<file path="src/rtl/imem_loader.sv">
// Boot loader: receives a counted, checksummed byte image and writes it into instruction memory,
// holding the core in reset until a load completes with a good checksum.
module imem_loader #(
    parameter int ADDR_W = 8
) (
    input  logic              CLK,
    input  logic              RST,
    input  logic              rx_valid,
    input  logic [7:0]        rx_data,
    output logic              rx_ready,
    input  logic              start,
    output logic              we,
    output logic [ADDR_W-1:0] waddr,
    output logic [31:0]       wdata,
    output logic              core_rst_n,
    output logic              busy,
    output logic              done,
    output logic              err
);

    typedef enum logic [2:0] {
        ST_CNT_LO = 3'd0,
        ST_CNT_HI = 3'd1,
        ST_DATA   = 3'd2,
        ST_CSUM   = 3'd3,
        ST_RUN    = 3'd4,
        ST_ERR    = 3'd5
    } state_t;

    localparam logic [16:0] MAX_WORDS = 17'd1 << ADDR_W;

    state_t              state_q;
    logic [7:0]          cnt_lo_q;
    logic [15:0]         cnt_q;
    logic [ADDR_W-1:0]   word_idx_q;
    logic [1:0]          byte_idx_q;
    logic [7:0]          sum_q;
    logic [23:0]         word_q;
    logic                we_q;
    logic [ADDR_W-1:0]   waddr_q;
    logic [31:0]         wdata_q;
    logic                rx_ready_q;
    logic                busy_q;
    logic                done_q;
    logic                err_q;
    logic                core_rst_n_q;

    logic                accept_s;
    logic [15:0]         n_full_s;
    logic                count_ok_s;
    logic                last_word_s;

    assign accept_s    = rx_valid && rx_ready_q;
    assign n_full_s    = {rx_data, cnt_lo_q};
    assign count_ok_s  = (n_full_s != 16'd0) && ({1'b0, n_full_s} <= MAX_WORDS);
    assign last_word_s = (17'(word_idx_q) == (17'(cnt_q) - 17'd1));

    // Loader FSM with all outputs registered alongside the state.
    always_ff @(posedge CLK) begin
        if (!RST) begin
            state_q      <= ST_CNT_LO;
            cnt_lo_q     <= 8'd0;
            cnt_q        <= 16'd0;
            word_idx_q   <= '0;
            byte_idx_q   <= 2'd0;
            sum_q        <= 8'd0;
            word_q       <= 24'd0;
            we_q         <= 1'b0;
            waddr_q      <= '0;
            wdata_q      <= 32'd0;
            rx_ready_q   <= 1'b1;
            busy_q       <= 1'b1;
            done_q       <= 1'b0;
            err_q        <= 1'b0;
            core_rst_n_q <= 1'b0;
        end else begin
            we_q <= 1'b0;
            case (state_q)
                ST_CNT_LO: begin
                    if (accept_s) begin
                        cnt_lo_q <= rx_data;
                        state_q  <= ST_CNT_HI;
                    end
                end
                ST_CNT_HI: begin
                    if (accept_s) begin
                        cnt_q <= n_full_s;
                        if (count_ok_s) begin
                            state_q <= ST_DATA;
                        end else begin
                            state_q    <= ST_ERR;
                            err_q      <= 1'b1;
                            busy_q     <= 1'b0;
                            rx_ready_q <= 1'b0;
                        end
                    end
                end
                ST_DATA: begin
                    if (accept_s) begin
                        sum_q      <= sum_q + rx_data;
                        byte_idx_q <= byte_idx_q + 2'd1;
                        case (byte_idx_q)
                            2'd0: word_q[7:0]   <= rx_data;
                            2'd1: word_q[15:8]  <= rx_data;
                            2'd2: word_q[23:16] <= rx_data;
                            2'd3: begin
                                we_q       <= 1'b1;
                                waddr_q    <= word_idx_q;
                                wdata_q    <= {rx_data, word_q};
                                word_idx_q <= word_idx_q + ADDR_W'(1);
                                if (last_word_s) begin
                                    state_q <= ST_CSUM;
                                end
                            end
                            default: byte_idx_q <= 2'd0;
                        endcase
                    end
                end
                ST_CSUM: begin
                    // start is not examined here, so a start coincident with this accept is dropped.
                    if (accept_s) begin
                        busy_q     <= 1'b0;
                        rx_ready_q <= 1'b0;
                        if (rx_data == sum_q) begin
                            state_q      <= ST_RUN;
                            done_q       <= 1'b1;
                            core_rst_n_q <= 1'b1;
                        end else begin
                            state_q <= ST_ERR;
                            err_q   <= 1'b1;
                        end
                    end
                end
                ST_RUN, ST_ERR: begin
                    if (start) begin
                        state_q      <= ST_CNT_LO;
                        core_rst_n_q <= 1'b0;
                        busy_q       <= 1'b1;
                        done_q       <= 1'b0;
                        err_q        <= 1'b0;
                        rx_ready_q   <= 1'b1;
                        word_idx_q   <= '0;
                        byte_idx_q   <= 2'd0;
                        sum_q        <= 8'd0;
                    end
                end
                default: begin
                    state_q      <= ST_CNT_LO;
                    core_rst_n_q <= 1'b0;
                    busy_q       <= 1'b1;
                    done_q       <= 1'b0;
                    err_q        <= 1'b0;
                    rx_ready_q   <= 1'b1;
                    word_idx_q   <= '0;
                    byte_idx_q   <= 2'd0;
                    sum_q        <= 8'd0;
                end
            endcase
        end
    end

    assign rx_ready   = rx_ready_q;
    assign we         = we_q;
    assign waddr      = waddr_q;
    assign wdata      = wdata_q;
    assign core_rst_n = core_rst_n_q;
    assign busy       = busy_q;
    assign done       = done_q;
    assign err        = err_q;

endmodule

</file>
<file path="config.mk">
export PLATFORM = sky130hd
export DESIGN_NAME = imem_loader
export DESIGN_NICKNAME = d
export VERILOG_FILES = /design/src/rtl/imem_loader.sv
export SDC_FILE = /design/constraint.sdc
export NUM_CORES = 1
export LEC_CHECK = 0
export ABC_AREA = 1
export BUFFER_PORTS_ARGS = -buffer_cell sky130_fd_sc_hd__clkbuf_2
export CORE_AREA = 2 2 105 107
export DETAILED_ROUTE_END_ITERATION = 10
export DIE_AREA = 0 0 107 109
export GPL_ROUTABILITY_DRIVEN = 1
export PLACE_DENSITY = 0.73
export REMOVE_ABC_BUFFERS = 1
export SLEW_MARGIN = 25
export SYNTH_ARGS = -nofsm -noshare
export SYNTH_HDL_FRONTEND = slang
export SYNTH_SLANG_ARGS = --single-unit
</file>
<file path="constraint.sdc">
create_clock -name CLK -period 5.29 [get_ports CLK]
set_clock_uncertainty 0.05 [all_clocks]
set_input_delay 0.529 -clock CLK [delete_from_list [all_inputs] [get_ports CLK]]
set_output_delay 0.529 -clock CLK [all_outputs]
set_load 0.005 [all_outputs]
</file>
==> impl_metrics.py <==
metrics = {
    "outcome": {
        "outcome": "finished clean",
    },
    "clock_network": {
        "worstSkewPairLatency_ps": 510,
        "cts_buffer_depth": 2,
        "cts_tree": "yes",
        "clkTransAtPathRegs_ps": 60,
        "htreeDepth": 4,
        "cts.sinks": 113,
        "root_buffer": "clkbuf_8",
        "cts-buffers-inserted": 17,
        "ctsResizeCount": 0,
        "ctsHoldBuffers": 0,
        "post_cts.repair.setup_buffers": 0,
    },
    "final_layout": {
        "drive_gt1_share_pct": 16.96,
        "fin_nets": 744,
        "area_growth_pct": 16.51,
        "n_antenna_cell": 0,
    },
    "worst_setup_path": {
        "crit_buf_inv": 4,
        "crit_cells": 9,
        "cp_data_arrival_time_ps": 2700,
        "worstPathMaxFanout": 57,
        "path_cells": "inv_2 -> nor2_8 -> inv_4 -> nor2_8 -> inv_4 -> nor2_8 -> inv_2 -> nor2_1 -> nor2_1",
        "cpPeakStageDelay_ps": 540,
        "cp-start-kind": "register",
        "cp_common_cell": "nor2_8",
        "r2r_cells": 9,
        "path_delay_family": "simple AND/OR/NAND/NOR gates",
        "critical_path_class": "register to register",
        "crit_required_ps": 5640,
        "cp_slowest_cell": "nor2_8",
        "cp-end-kind": "register",
    },
    "grt": {
        "grt_pass1_wl_mm": 19.05,
        "grt_max_degree": 95,
        "grt_overflow": 0,
        "antenna_found_initial": 0,
        "grt_pass1_vias": 4141,
        "grt_usage_pct": 20.61,
    },
    "synth": {
        "postSynthAreaPerCell_sq_um": 7.670,
        "ys_seq_elements": 113,
        "ys_types": 39,
        "syn_area_sq_mm": 0.005139,
        "ys.warnings.count": 0,
        "ys_seq_area_share_pct": 44.02,
        "syn_inst": 670,
    },
    "route": {
        "via_per_inst": 5.204,
        "drt_wl_total_mm": 11.54,
        "drc_errors": 0,
        "drtIter0Drc": 278,
        "wire_per_inst_um": 13.25,
        "postRouteAntennaNets": 0,
        "first_pass_iters": 7,
        "num_vias": 4533,
    },
    "floorplan": {
        "dieArea_sq_mm": 0.01166,
        "rows": 38,
        "core_area_sq_mm": 0.01060,
        "start_util_pct": 48.47,
        "fp.dieW_um": 107,
        "ios": 58,
        "chipHeight_um": 109,
    },
    "flow_run": {
        "drv_cap": 0,
    },
    "sta": {
        "slew_violations": 0,
        "finalSetupTns_ps": 0,
        "final_hold_viol_count": 0,
        "worst_slew_pin_slew_ps": 800.1,
        "setup_slack_ps": 2947,
        "rsz0062_at_grt": "no",
        "post-route-period-util_pct": 44.29,
        "setup_viol": 0,
        "period_minus_slack_ps": 2343,
        "relSlewSlack_pct": 46.66,
        "fmax_mhz": 426.8,
    },
    "power_and_ir_drop": {
        "leakage_nw": 2.787,
        "power_density_mw_per_mm2": 500.8,
        "ir_drop_v": 0.0002345,
    },
    "hold_path": {
        "min_path_cells": 3,
        "hp-class": "input port to register",
    },
    "placed_design": {
        "portBuffers": 57,
        "place_hpwl_mm": 7.800,
        "gp_congestion": 0.9011,
        "pre_cts_slack_ps": 2818,
    },
}
==> cell usage after synthesis <==
cell type / count / share of area [%]
nor3_2: 1 / 0.19
inv_4: 2 / 0.24
nor3_1: 7 / 0.68
o21ai_1: 25 / 2.4
a21oi_1: 86 / 8.4
nand2_1: 87 / 6.4
nor2_8: 3 / 1.2
nor4_1: 2 / 0.24
nand3b_1: 5 / 0.73
xor2_1: 5 / 0.85
nand2_4: 1 / 0.22
nor2_1: 94 / 6.9
buf_1: 1 / 0.073
nor4_4: 2 / 0.83
a211oi_2: 1 / 0.24
nand3b_4: 1 / 0.39
nor2_2: 7 / 0.85
o21a_1: 2 / 0.29
fa_1: 1 / 0.39
nand4_1: 6 / 0.73
inv_1: 56 / 4.1
clkbuf_1: 12 / 0.88
buf_12: 1 / 0.39
buf_4: 6 / 0.88
a21o_1: 2 / 0.29
dfxtp_1: 113 / 44
nand3_1: 15 / 1.5
ha_1: 13 / 3.2
buf_8: 3 / 0.88
o311ai_0: 1 / 0.17
nor2_4: 3 / 0.66
a21oi_2: 1 / 0.17
a211oi_1: 2 / 0.29
a31oi_1: 1 / 0.12
buf_2: 6 / 0.58
xnor2_1: 6 / 1.0
o21ai_0: 76 / 7.4
nand2_2: 7 / 0.85
inv_2: 7 / 0.51
==> cells by family after synthesis <==
group           count (synthesis)  share of synthesized area [%]
simple gates                  241                          22.23
compound gates                197                          19.80
flops                         113                          44.02
buf+inv                        94                          8.522
fa+ha+maj                      14                          3.555
xor+xnor                       11                          1.875
==> layout by cell type (no fill, tap or decap), drive strengths merged <==
| master | instances |
|---|---|
| buf | 1 |
| nand4 | 6 |
| inv | 67 |
| o21ai | 101 |
| nand3 | 15 |
| bufinv | 2 |
| xor2 | 5 |
| a31oi | 1 |
| ha | 13 |
| xnor2 | 6 |
| nand3b | 6 |
| a21oi | 87 |
| nand2 | 95 |
| nor2 | 107 |
| clkinv | 6 |
| a211oi | 3 |
| dfxtp | 113 |
| a21o | 2 |
| clkbuf | 77 |
| fa | 1 |
| o311ai | 1 |
| o21a | 2 |
| nor4 | 4 |
| nor3 | 8 |
| clkinvlp | 2 |
==> where the power goes <==
part           internal [mW]  switching, mW  total (mW)
sequential             0.947         0.0712        1.02
combinational          0.315          0.586       0.901
clock                  0.683          0.395        1.08
==> worst min-delay path, cell delays in order <==
cell,delay (ps)
clkbuf_2,130
o21ai_0,90
a21oi_1,100
==> state kept, by name, indices dropped and copies added (netlist names), 2 cells and up <==
signal      count
cnt_q          16
word_q         24
byte_idx_q      2
state_q         3
cnt_lo_q        8
word_idx_q      8
wdata          32
waddr           8
sum_q           8
==> area by class of cell <==
class / count / area, sq um
inverter: 65 / 249.0
timing repair buffer: 58 / 292.8
tap: 140 / 175.2
fill: 964 / 4616
clock buffer: 20 / 435.4
sequential: 113 / 2262
multi-input combinational: 463 / 2439
clock inverter: 12 / 133.9
==> final timing paths <==
check              from          end  slack, ps
max          state_q[1]    wdata[16]       2950
min          rx_data[4]  cnt_lo_q[4]        330
max reg2reg  state_q[1]    wdata[16]       2950
min reg2reg    sum_q[2]     sum_q[2]        420
==> per-stage QoR <==
| step | power, mW | hold WS (ps) | std cells | utilization (%) | cell area (sq um) |
|---|---|---|---|---|---|
| floorplan | 1.733 | 376.8 | 641 | - | 4950 |
| global placement | 1.897 | 387.5 | 839 | 51.10 | 5418 |
| detailed placement | 1.923 | 413.1 | 839 | 51.10 | 5418 |
| CTS | 3.006 | 304.0 | 871 | 56.47 | 5987 |
| global route | 3.202 | 351.9 | 871 | 56.47 | 5987 |
| finish | 2.998 | 326.4 | 871 | 56.47 | 5987 |
==> layer usage <==
metal / global-route usage [%] / vias up / routed length, um
met1: 26.34 / 2104 / 5339
met4: 8.071 / 0 / 178
met3: 5.140 / 14 / 488
li1: - / 2318 / -
met2: 33.62 / 97 / 5533
met5: 0 / - / 0
No activity file was read; power rests on OpenSTA's default activity.
